$ cat config.mk
export PLATFORM = sky130hd
export DESIGN_NAME = iomem_nibble_bridge
export DESIGN_NICKNAME = d
export VERILOG_FILES = /design/src/rtl/iomem_nibble_bridge.sv
export SDC_FILE = /design/constraint.sdc
export NUM_CORES = 1
export LEC_CHECK = 0
export ABC_AREA = 1
export BUFFER_PORTS_ARGS = -buffer_cell sky130_fd_sc_hd__buf_2
export CORE_ASPECT_RATIO = 1.2
export CORE_MARGIN = 2
export CORE_UTILIZATION = 30
export CTS_CLUSTER_DIAMETER = 200
export DETAILED_ROUTE_END_ITERATION = 12
export GPL_TIMING_DRIVEN = 0
export MAX_ROUTING_LAYER = met4
export PLACE_DENSITY = 0.54
export SYNTH_ARGS = -nofsm -noshare
export SYNTH_HDL_FRONTEND = slang
export SYNTH_SLANG_ARGS = --single-unit
$ cat constraint.sdc
create_clock -name clk -period 2.15 [get_ports clk]
set_input_delay 0.215 -clock clk [delete_from_list [all_inputs] [get_ports clk]]
set_output_delay 0.215 -clock clk [all_outputs]
set_load 0.02 [all_outputs]
$ cat src/rtl/iomem_nibble_bridge.sv
// iomem_nibble_bridge: serialises a PicoRV32-style iomem transfer into a
// 4-bit framed protocol (command, address, write data / read data) toward the
// pads, with an acknowledge wait bounded by TIMEOUT cycles.
//
// state    | meaning
// ---------+-----------------------------------------------------------
// IDLE     | waiting for iomem_valid; request fields latched on accept
// CMD      | one cycle, drives wstrb (0000 for read)
// ADDR     | eight cycles, address nibbles MSB first
// WDATA    | eight cycles, write-data nibbles MSB first (writes only)
// TURN     | one cycle bus turnaround before a read (oe low)
// WAIT_ACK | waits for ext_ack, aborts after TIMEOUT cycles
// RDATA    | seven cycles, captures the remaining read nibbles
// DONE     | one cycle iomem_ready pulse, then back to IDLE
module iomem_nibble_bridge #(
   parameter int unsigned TIMEOUT = 64
) (
   input  logic        clk,
   input  logic        resetn,
   input  logic        iomem_valid,
   output logic        iomem_ready,
   input  logic [3:0]  iomem_wstrb,
   input  logic [31:0] iomem_addr,
   input  logic [31:0] iomem_wdata,
   output logic [31:0] iomem_rdata,
   output logic        ext_req,
   output logic [3:0]  ext_dout,
   output logic        ext_oe,
   input  logic [3:0]  ext_din,
   input  logic        ext_ack,
   output logic        timeout_err
);

   typedef enum logic [2:0] {
      S_IDLE, S_CMD, S_ADDR, S_WDATA, S_TURN, S_WAIT_ACK, S_RDATA, S_DONE
   } state_t;

   localparam logic [7:0] WAIT_LIMIT = 8'(TIMEOUT);

   state_t      state_q, state_d;
   logic [2:0]  nib_q, nib_d;
   logic [7:0]  wait_cnt_q, wait_cnt_d;
   logic [31:0] addr_q, addr_d;
   logic [31:0] wdata_q, wdata_d;
   logic [3:0]  wstrb_q, wstrb_d;
   logic [31:0] rcap_q, rcap_d;
   logic        abort_q, abort_d;

   logic        ready_q, ready_d;
   logic [31:0] rdata_q, rdata_d;
   logic        req_q, req_d;
   logic [3:0]  dout_q, dout_d;
   logic        oe_q, oe_d;
   logic        terr_q, terr_d;

   // Nibble i of a word, counting from the most significant nibble.
   function automatic logic [3:0] nib_sel(input logic [31:0] w, input logic [2:0] i);
      logic [4:0] base;
      base = {~i, 2'b00};
      return w[base +: 4];
   endfunction

   // Next-state logic; pad/core outputs are computed for the next state so they
   // leave the block straight from flops.
   always_comb begin
      state_d    = state_q;
      nib_d      = nib_q;
      wait_cnt_d = wait_cnt_q;
      addr_d     = addr_q;
      wdata_d    = wdata_q;
      wstrb_d    = wstrb_q;
      rcap_d     = rcap_q;
      abort_d    = abort_q;

      case (state_q)
         S_IDLE: begin
            if (iomem_valid) begin
               addr_d  = iomem_addr;
               wdata_d = iomem_wdata;
               wstrb_d = iomem_wstrb;
               rcap_d  = '0;
               abort_d = 1'b0;
               state_d = S_CMD;
            end
         end
         S_CMD: begin
            nib_d   = '0;
            state_d = S_ADDR;
         end
         S_ADDR: begin
            nib_d = nib_q + 3'd1;
            if (nib_q == 3'd7) begin
               state_d = (wstrb_q == 4'b0000) ? S_TURN : S_WDATA;
            end
         end
         S_WDATA: begin
            nib_d = nib_q + 3'd1;
            if (nib_q == 3'd7) begin
               wait_cnt_d = '0;
               state_d    = S_WAIT_ACK;
            end
         end
         S_TURN: begin
            wait_cnt_d = '0;
            state_d    = S_WAIT_ACK;
         end
         S_WAIT_ACK: begin
            // ack wins over the abort even on the final allowed cycle
            if (ext_ack) begin
               if (wstrb_q == 4'b0000) begin
                  rcap_d  = {rcap_q[27:0], ext_din};
                  nib_d   = '0;
                  state_d = S_RDATA;
               end else begin
                  state_d = S_DONE;
               end
            end else begin
               wait_cnt_d = wait_cnt_q + 8'd1;
               if (wait_cnt_d == WAIT_LIMIT) begin
                  abort_d = 1'b1;
                  state_d = S_DONE;
               end
            end
         end
         S_RDATA: begin
            rcap_d = {rcap_q[27:0], ext_din};
            nib_d  = nib_q + 3'd1;
            if (nib_q == 3'd6) begin
               state_d = S_DONE;
            end
         end
         S_DONE: begin
            state_d = S_IDLE;
         end
         default: begin
            state_d = S_IDLE;
         end
      endcase

      req_d   = (state_d != S_IDLE) && (state_d != S_DONE);
      oe_d    = (state_d == S_CMD) || (state_d == S_ADDR) || (state_d == S_WDATA);
      ready_d = (state_d == S_DONE);
      terr_d  = (state_d == S_DONE) && abort_d;

      case (state_d)
         S_CMD:   dout_d = wstrb_d;
         S_ADDR:  dout_d = nib_sel(addr_d, nib_d);
         S_WDATA: dout_d = nib_sel(wdata_d, nib_d);
         default: dout_d = 4'b0000;
      endcase

      if (state_d != S_DONE) begin
         rdata_d = '0;
      end else if (abort_d) begin
         rdata_d = 32'hFFFF_FFFF;
      end else if (wstrb_q != 4'b0000) begin
         rdata_d = '0;
      end else begin
         rdata_d = rcap_d;
      end
   end

   // State, request latches and registered outputs.
   always_ff @(posedge clk or negedge resetn) begin
      if (!resetn) begin
         state_q    <= S_IDLE;
         nib_q      <= '0;
         wait_cnt_q <= '0;
         addr_q     <= '0;
         wdata_q    <= '0;
         wstrb_q    <= '0;
         rcap_q     <= '0;
         abort_q    <= 1'b0;
         ready_q    <= 1'b0;
         rdata_q    <= '0;
         req_q      <= 1'b0;
         dout_q     <= '0;
         oe_q       <= 1'b0;
         terr_q     <= 1'b0;
      end else begin
         state_q    <= state_d;
         nib_q      <= nib_d;
         wait_cnt_q <= wait_cnt_d;
         addr_q     <= addr_d;
         wdata_q    <= wdata_d;
         wstrb_q    <= wstrb_d;
         rcap_q     <= rcap_d;
         abort_q    <= abort_d;
         ready_q    <= ready_d;
         rdata_q    <= rdata_d;
         req_q      <= req_d;
         dout_q     <= dout_d;
         oe_q       <= oe_d;
         terr_q     <= terr_d;
      end
   end

   assign iomem_ready = ready_q;
   assign iomem_rdata = rdata_q;
   assign ext_req     = req_q;
   assign ext_dout    = dout_q;
   assign ext_oe      = oe_q;
   assign timeout_err = terr_q;

endmodule
==> Yosys cells after proc, flatten, opt, wreduce, memory -nomap -nowiden <==
Cells that the tools add are included.
{ "classes": {"n_addsub": 2, "eq_ne": 17, "n_shift": 2, "mux": 33, "bitwise_logic": 1, "n_reduce_logical": 11} }
{ "ops": {"columns": ["cell", "n"], "rows": [
  ["32-bit 2-to-1 mux", 10],
  ["32-bit one-hot mux with 3 select lines", 1],
  ["32-bit by 6-bit variable part select with 4-bit output", 2],
  ["3-bit 2-to-1 mux", 9],
  ["3-bit one-hot mux with 8 select lines", 1],
  ["8-bit one-hot mux with 3 select lines", 1],
  ["3-bit == test (second input constant)", 7],
  ["8-bit 2-to-1 mux", 2],
  ["3-bit by 2-bit == test with 1-bit output (second input constant)", 4],
  ["4-bit one-hot mux with 3 select lines", 1],
  ["3-bit one-hot mux with 3 select lines", 1],
  ["8-bit by 1-bit adder with 8-bit output (second input constant)", 1],
  ["8-bit by 7-bit == test with 1-bit output (second input constant)", 1],
  ["4-bit 2-to-1 mux", 2],
  ["3-bit by 1-bit == test with 1-bit output (second input constant)", 2],
  ["3-bit nonzero test", 2],
  ["4-bit logical NOT", 1],
  ["1-bit 2-to-1 mux", 4],
  ["2-bit != test (second input constant)", 2],
  ["4-bit nonzero test", 1],
  ["3-bit by 1-bit adder with 3-bit output (second input constant)", 1],
  ["3-bit logical NOT", 1],
  ["3-bit != test (second input constant)", 1],
  ["3-bit NOT", 1],
  ["5 further kinds", 7]
]} }
{ "word_totals": {"register_bits": 155, "output_inout_bits": 40, "wordCells": 80} }

==> Longest topological paths before layout <==
{ "logic_depth": {"ltp_word": 8, "depth_mapped": 20, "mapped_depth_nobuf": 19} }

==> Least setup slack after synthesis <==
OpenSTA, ideal clock, no wires.
{ "synth_path": {"path_kind": "reg2reg", "from": "register nib_q[0]", "to": "register dout_q[1], in the netlist ext_dout[1]", "arrival_time_ns": 2.013, "setup_slack_ns": 0.071, "stages_incl_launch_ff": 11, "path_buffers": 1, "cell_sequence": "dfrtp_1 > ha_1 > ha_1 > a32oi_1 > clkbuf_1 > nand4_1 > nand3_1 > nand3_1 > nand3_1 > nand3_1 > nand2_1"} }
{ "synth_via": {"elab_chain_cells": 6} }
{ "synth_lines": {"columns": ["element", "line", "text"], "rows": [
  ["start, declared", "41", "logic [2:0] nib_q, nib_d;"],
  ["start signal, assigned", "182", "nib_q <= nib_d;"],
  ["branches (longest 5 deep; another with 3-bit by 1-bit adder with 3-bit output)", null, null],
  ["4-bit one-hot mux with 3 select lines *", "145", "case (state_d)"],
  ["net dout_d[1]", "52", "logic [3:0] dout_q, dout_d;"],
  ["end signal, assigned", "192", "dout_q <= dout_d;"],
  ["end, declared", "52", null]
]} }
Mark *: on every way through the listed nets, which the timed path passes.
A chain may end at the register's enable or synchronous reset.

==> Worst setup path after layout <==
{ "layout_path": {"from": "register wait_cnt_q[0]", "to": "register dout_q[1], in the netlist ext_dout[1]"} }
{ "layout_via": {"elab_chain_cells": 7} }
{ "layout_lines": {"columns": ["element", "line", "text"], "rows": [
  ["start, declared", "42", "logic [7:0] wait_cnt_q, wait_cnt_d;"],
  ["start signal, assigned", "183", "wait_cnt_q <= wait_cnt_d;"],
  ["8-bit by 1-bit adder with 8-bit output *", "118", "wait_cnt_d = wait_cnt_q + 8'd1;"],
  ["8-bit by 7-bit == test with 1-bit output *", "119", "if (wait_cnt_d == WAIT_LIMIT) begin"],
  ["3-bit 2-to-1 mux *", "119", null],
  ["3-bit 2-to-1 mux *", "109", "if (ext_ack) begin"],
  ["3-bit one-hot mux with 8 select lines *", "75", "case (state_q)"],
  ["net state_d[1]", "40", "state_t state_q, state_d;"],
  ["3-bit by 2-bit == test with 1-bit output or 3-bit by 1-bit == test with 1-bit output (tied branches)", "145", null],
  ["4-bit one-hot mux with 3 select lines *", "145", null],
  ["net dout_d[1]", "52", null]
]} }
Mark *: on every way through the listed nets, which the timed path passes. The rest lies on a longest branch.

==> results_dict.tcl <==
set metrics [dict create \
    area.growth.synth_to_final_pct 45.6 \
    yosys_register_bits 155 \
    place_inst 1242 \
    worst_ep_arrival_time_ps 2770 \
    start_util_pct 30.3 \
    endpoint_of_the_worst_register_to_register_path "ext_dout[1]" \
    rr_startpoint "wait_cnt_q[0]" \
    die_y_um 171 \
    clock-sinks 155 \
    antenna_cells_inserted 0 \
    failing_checks "setup timing" \
    hold_viol_final 0 \
    reg2reg_depth 19 \
    die_ar_sq_um 24400 \
    min_from "iomem_wstrb[3]" \
    post_synth_instance_area_sq_um 6960 \
    yosys_warnings 0 \
    row_count 61 \
    peak_freq_ghz 0.417 \
    startpoint_type "flop" \
    route.final.wire_length_um 20400 \
    worstSkewPairLatency_ps 430 \
    cts_max_level 4 \
    vias_per_cell 4.71 \
    initial_detailed_routing_violation_count 356 \
    top_level_ports 116 \
    cp_max_fo 10 \
    finalNonFillerCells 1321 \
    worst_ir_drop_vdd_v 0.000745 \
    setup_slack_ps -250 \
    post_layout_total_power_w 0.0155 \
    timing.setup.tns_ps -1170 \
    first_global_vias 6269 \
    grt_first_pass_wirelength_um 32900 \
    route.detailed.wl_per_inst_um 15.5 \
    cts_tree "yes" \
    worst_hold_path_depth 3 \
    synth.yosys.seq_area_share_pct 55.7 \
    gpl.final_weighted_congestion 0.824 \
    grt_max_degree 92 \
    coreArea_sq_um 23000 \
    drc 0 \
    run_status "complete, but fails checks" \
    grt_antenna_before_repair 1 \
    io_buffer_count 115 \
    grt-ovfl-total 0 \
    worst-endpoint-required_ps 2520 \
    synthesis.nets 891 \
    cts-root-buf "clkbuf_16" \
    netlist-cell-type-count 32 \
    worstMarginPinSlew_ps 511 \
    final_min_period_over_clock_period_pct 112 \
    groute.usage.overall_pct 17.8 \
    clk_path_buf_depth 2 \
    die_x_um 143 \
    setup_repair_after_global_routing_missed_its_margin "yes" \
    path_clk_slew_ps 70 \
    layout_min_cycle_time_ps 2400 \
    static-leakage-power_nw 4.69 \
    numCtsBuffers 17 \
    postSynthAreaPerCell_sq_um 8.58 \
    finalSetupViolations 16 \
    post_route_cells_drive_above_1_share_pct 42.8 \
    drv_cap 0 \
    fin_worst_skew_ps 13.7 \
    timing.critical_path.to_type "flop" \
    timing.hold.worst.class "input pin to flop" \
    holdPathEnd "ext_dout[3]" \
    vias 6217 \
    setup.reg_to_reg.worst_slack_ps -250 \
    final-max-slew-violation-count 0 \
    slew-limit-headroom_pct 65.9 \
    num-nets-final 1073 \
    finish.utilization_pct 44.1 \
    drt_pass1_iterations 5 \
    postSynthCellCount 811 \
    hpwl_um 13900 \
    postRouteAntennaNets 0 \
    worst_hold_slack_ps 5.25 \
    timing_worst_setup_path_type "flop to flop" \
    cellPowerDensity_nw_per_um2 1520 \
]
[cells in the mapped netlist]
library cell	count	share of area, %
o21a_1	1	0.11
o31ai_1	5	0.54
clkbuf_1	24	1.3
nor2_4	2	0.32
a21oi_1	33	2.4
o32ai_1	24	3.0
a32oi_1	1	0.13
nor3_1	1	0.072
a31oi_1	1	0.090
buf_2	18	1.3
o21bai_1	2	0.22
o21ai_0	38	2.7
nand3_2	1	0.14
nand4_1	31	2.8
o21ai_1	2	0.14
nor2_1	26	1.4
o22ai_1	4	0.36
clkinv_1	3	0.16
nand3_1	74	5.3
nand2_1	256	14
a21oi_4	1	0.23
dfrtp_1	155	56
or2_2	16	1.4
nand3_4	1	0.25
buf_6	1	0.16
inv_1	68	3.7
ha_1	4	0.72
nand2_4	1	0.16
buf_4	4	0.43
inv_2	9	0.49
a22oi_1	1	0.11
nor2_2	3	0.27
[cells by family (layout without fill, tap and decap cells)]
| family | Yosys count | count (layout) | synth area share [%] |
|---|---|---|---|
| simple gates | 412 | 412 | 26.0 |
| compound gates | 113 | 113 | 10.1 |
| flops | 155 | 155 | 55.7 |
| buf+inv | 127 | 322 | 7.50 |
| fa+ha+maj | 4 | 4 | 0.719 |
[cell type report]
cell class | count | area (sq um)
plain buffers | 46 | 348
clock buffers | 19 | 453
clock inverters | 13 | 131
fillers | 2224 | 12800
inverters | 80 | 318
multi-input cells | 529 | 3540
flip-flops and latches | 155 | 3880
well taps | 315 | 394
repair buffers | 164 | 1070
[stage by stage]
step	worst slack, ps	cell area [sq um]
CTS	-280	9840
floorplan	70.8	6960
global placement	-1640	7930
finish	-250	10100
detailed placement	-584	7970
global route	-428	10100
[cells in the final DEF (no fill, tap or decap), types with 16 or more instances in the layout]
cell type,Yosys,final
nand3_2,1,56
clkbuf_16,0,17
buf_2,18,123
o21ai_0,38,32
nand2_2,0,30
a21oi_2,0,21
nand3_1,74,18
buf_4,4,29
dfrtp_1,155,154
inv_1,68,64
or2_2,16,16
nand4_1,31,31
buf_6,1,20
nand2_1,256,224
[how the worst max path moves through the flow]
stage               depth (start not counted)          start           to
floorplan                                  10       nib_q[0]  ext_dout[1]
global placement                            1         resetn   addr_q[25]
detailed placement                         10       nib_q[0]  ext_dout[0]
CTS                                        19  wait_cnt_q[0]  ext_dout[3]
global route                               19  wait_cnt_q[0]  ext_dout[1]
finish                                     19  wait_cnt_q[0]  ext_dout[1]
[per-layer routing]
metal / vias up / share of wire [%] / routed length, um / global-route usage (%)
met5: - / 0 / 0 / -
met4: 0 / 1.8 / 365 / 5.34
met3: 32 / 3.8 / 768 / 3.22
met2: 163 / 53 / 10700 / 30.5
met1: 2988 / 42 / 8570 / 21.5
li1: 3034 / - / - / -
[power breakdown]
group          internal [W]  switching [W]
Clock               0.00159        0.00137
Combinational       0.00300        0.00559
Sequential          0.00367       0.000241
Total               0.00825        0.00720
[flip-flops by register name, indices dropped and copies added (netlist names)]
| register | count |
|---|---|
| addr_q | 32 |
| iomem_rdata | 32 |
| rcap_q | 32 |
| wdata_q | 32 |
| wait_cnt_q | 8 |
| ext_dout | 4 |
| wstrb_q | 4 |
| nib_q | 3 |
| state_q | 3 |
| abort_q | 1 |
| ext_oe | 1 |
| ext_req | 1 |
| iomem_ready | 1 |
| timeout_err | 1 |
[critical path, stage by stage, from the launching register on]
cell and delay [ps]:
dfrtp_1 390, ha_2 200, nand2_2 70, nor2_4 110
inv_2 50, nand2_2 60, nand2_2 50, nor2_2 110
nand3_2 110, nand2_2 80, nand2_2 70, nand3_4 100
buf_4 130, buf_2 200, nand4_1 140, nand3_2 120
nand3_2 80, nand3_2 80, nand3_2 110, nand2_2 90
[what timing repair did]
action                                  in CTS  in global routing
pin swaps                                   44                 36
hold buffers                                 3                  0
resized for setup                          214                 78
endpoints found under the setup margin      47                 43
hold endpoints to repair                    66                  0
cloned                                       6                  0
buffers inserted                            32                 11
Note: power is estimated with default switching activity, not from simulation.
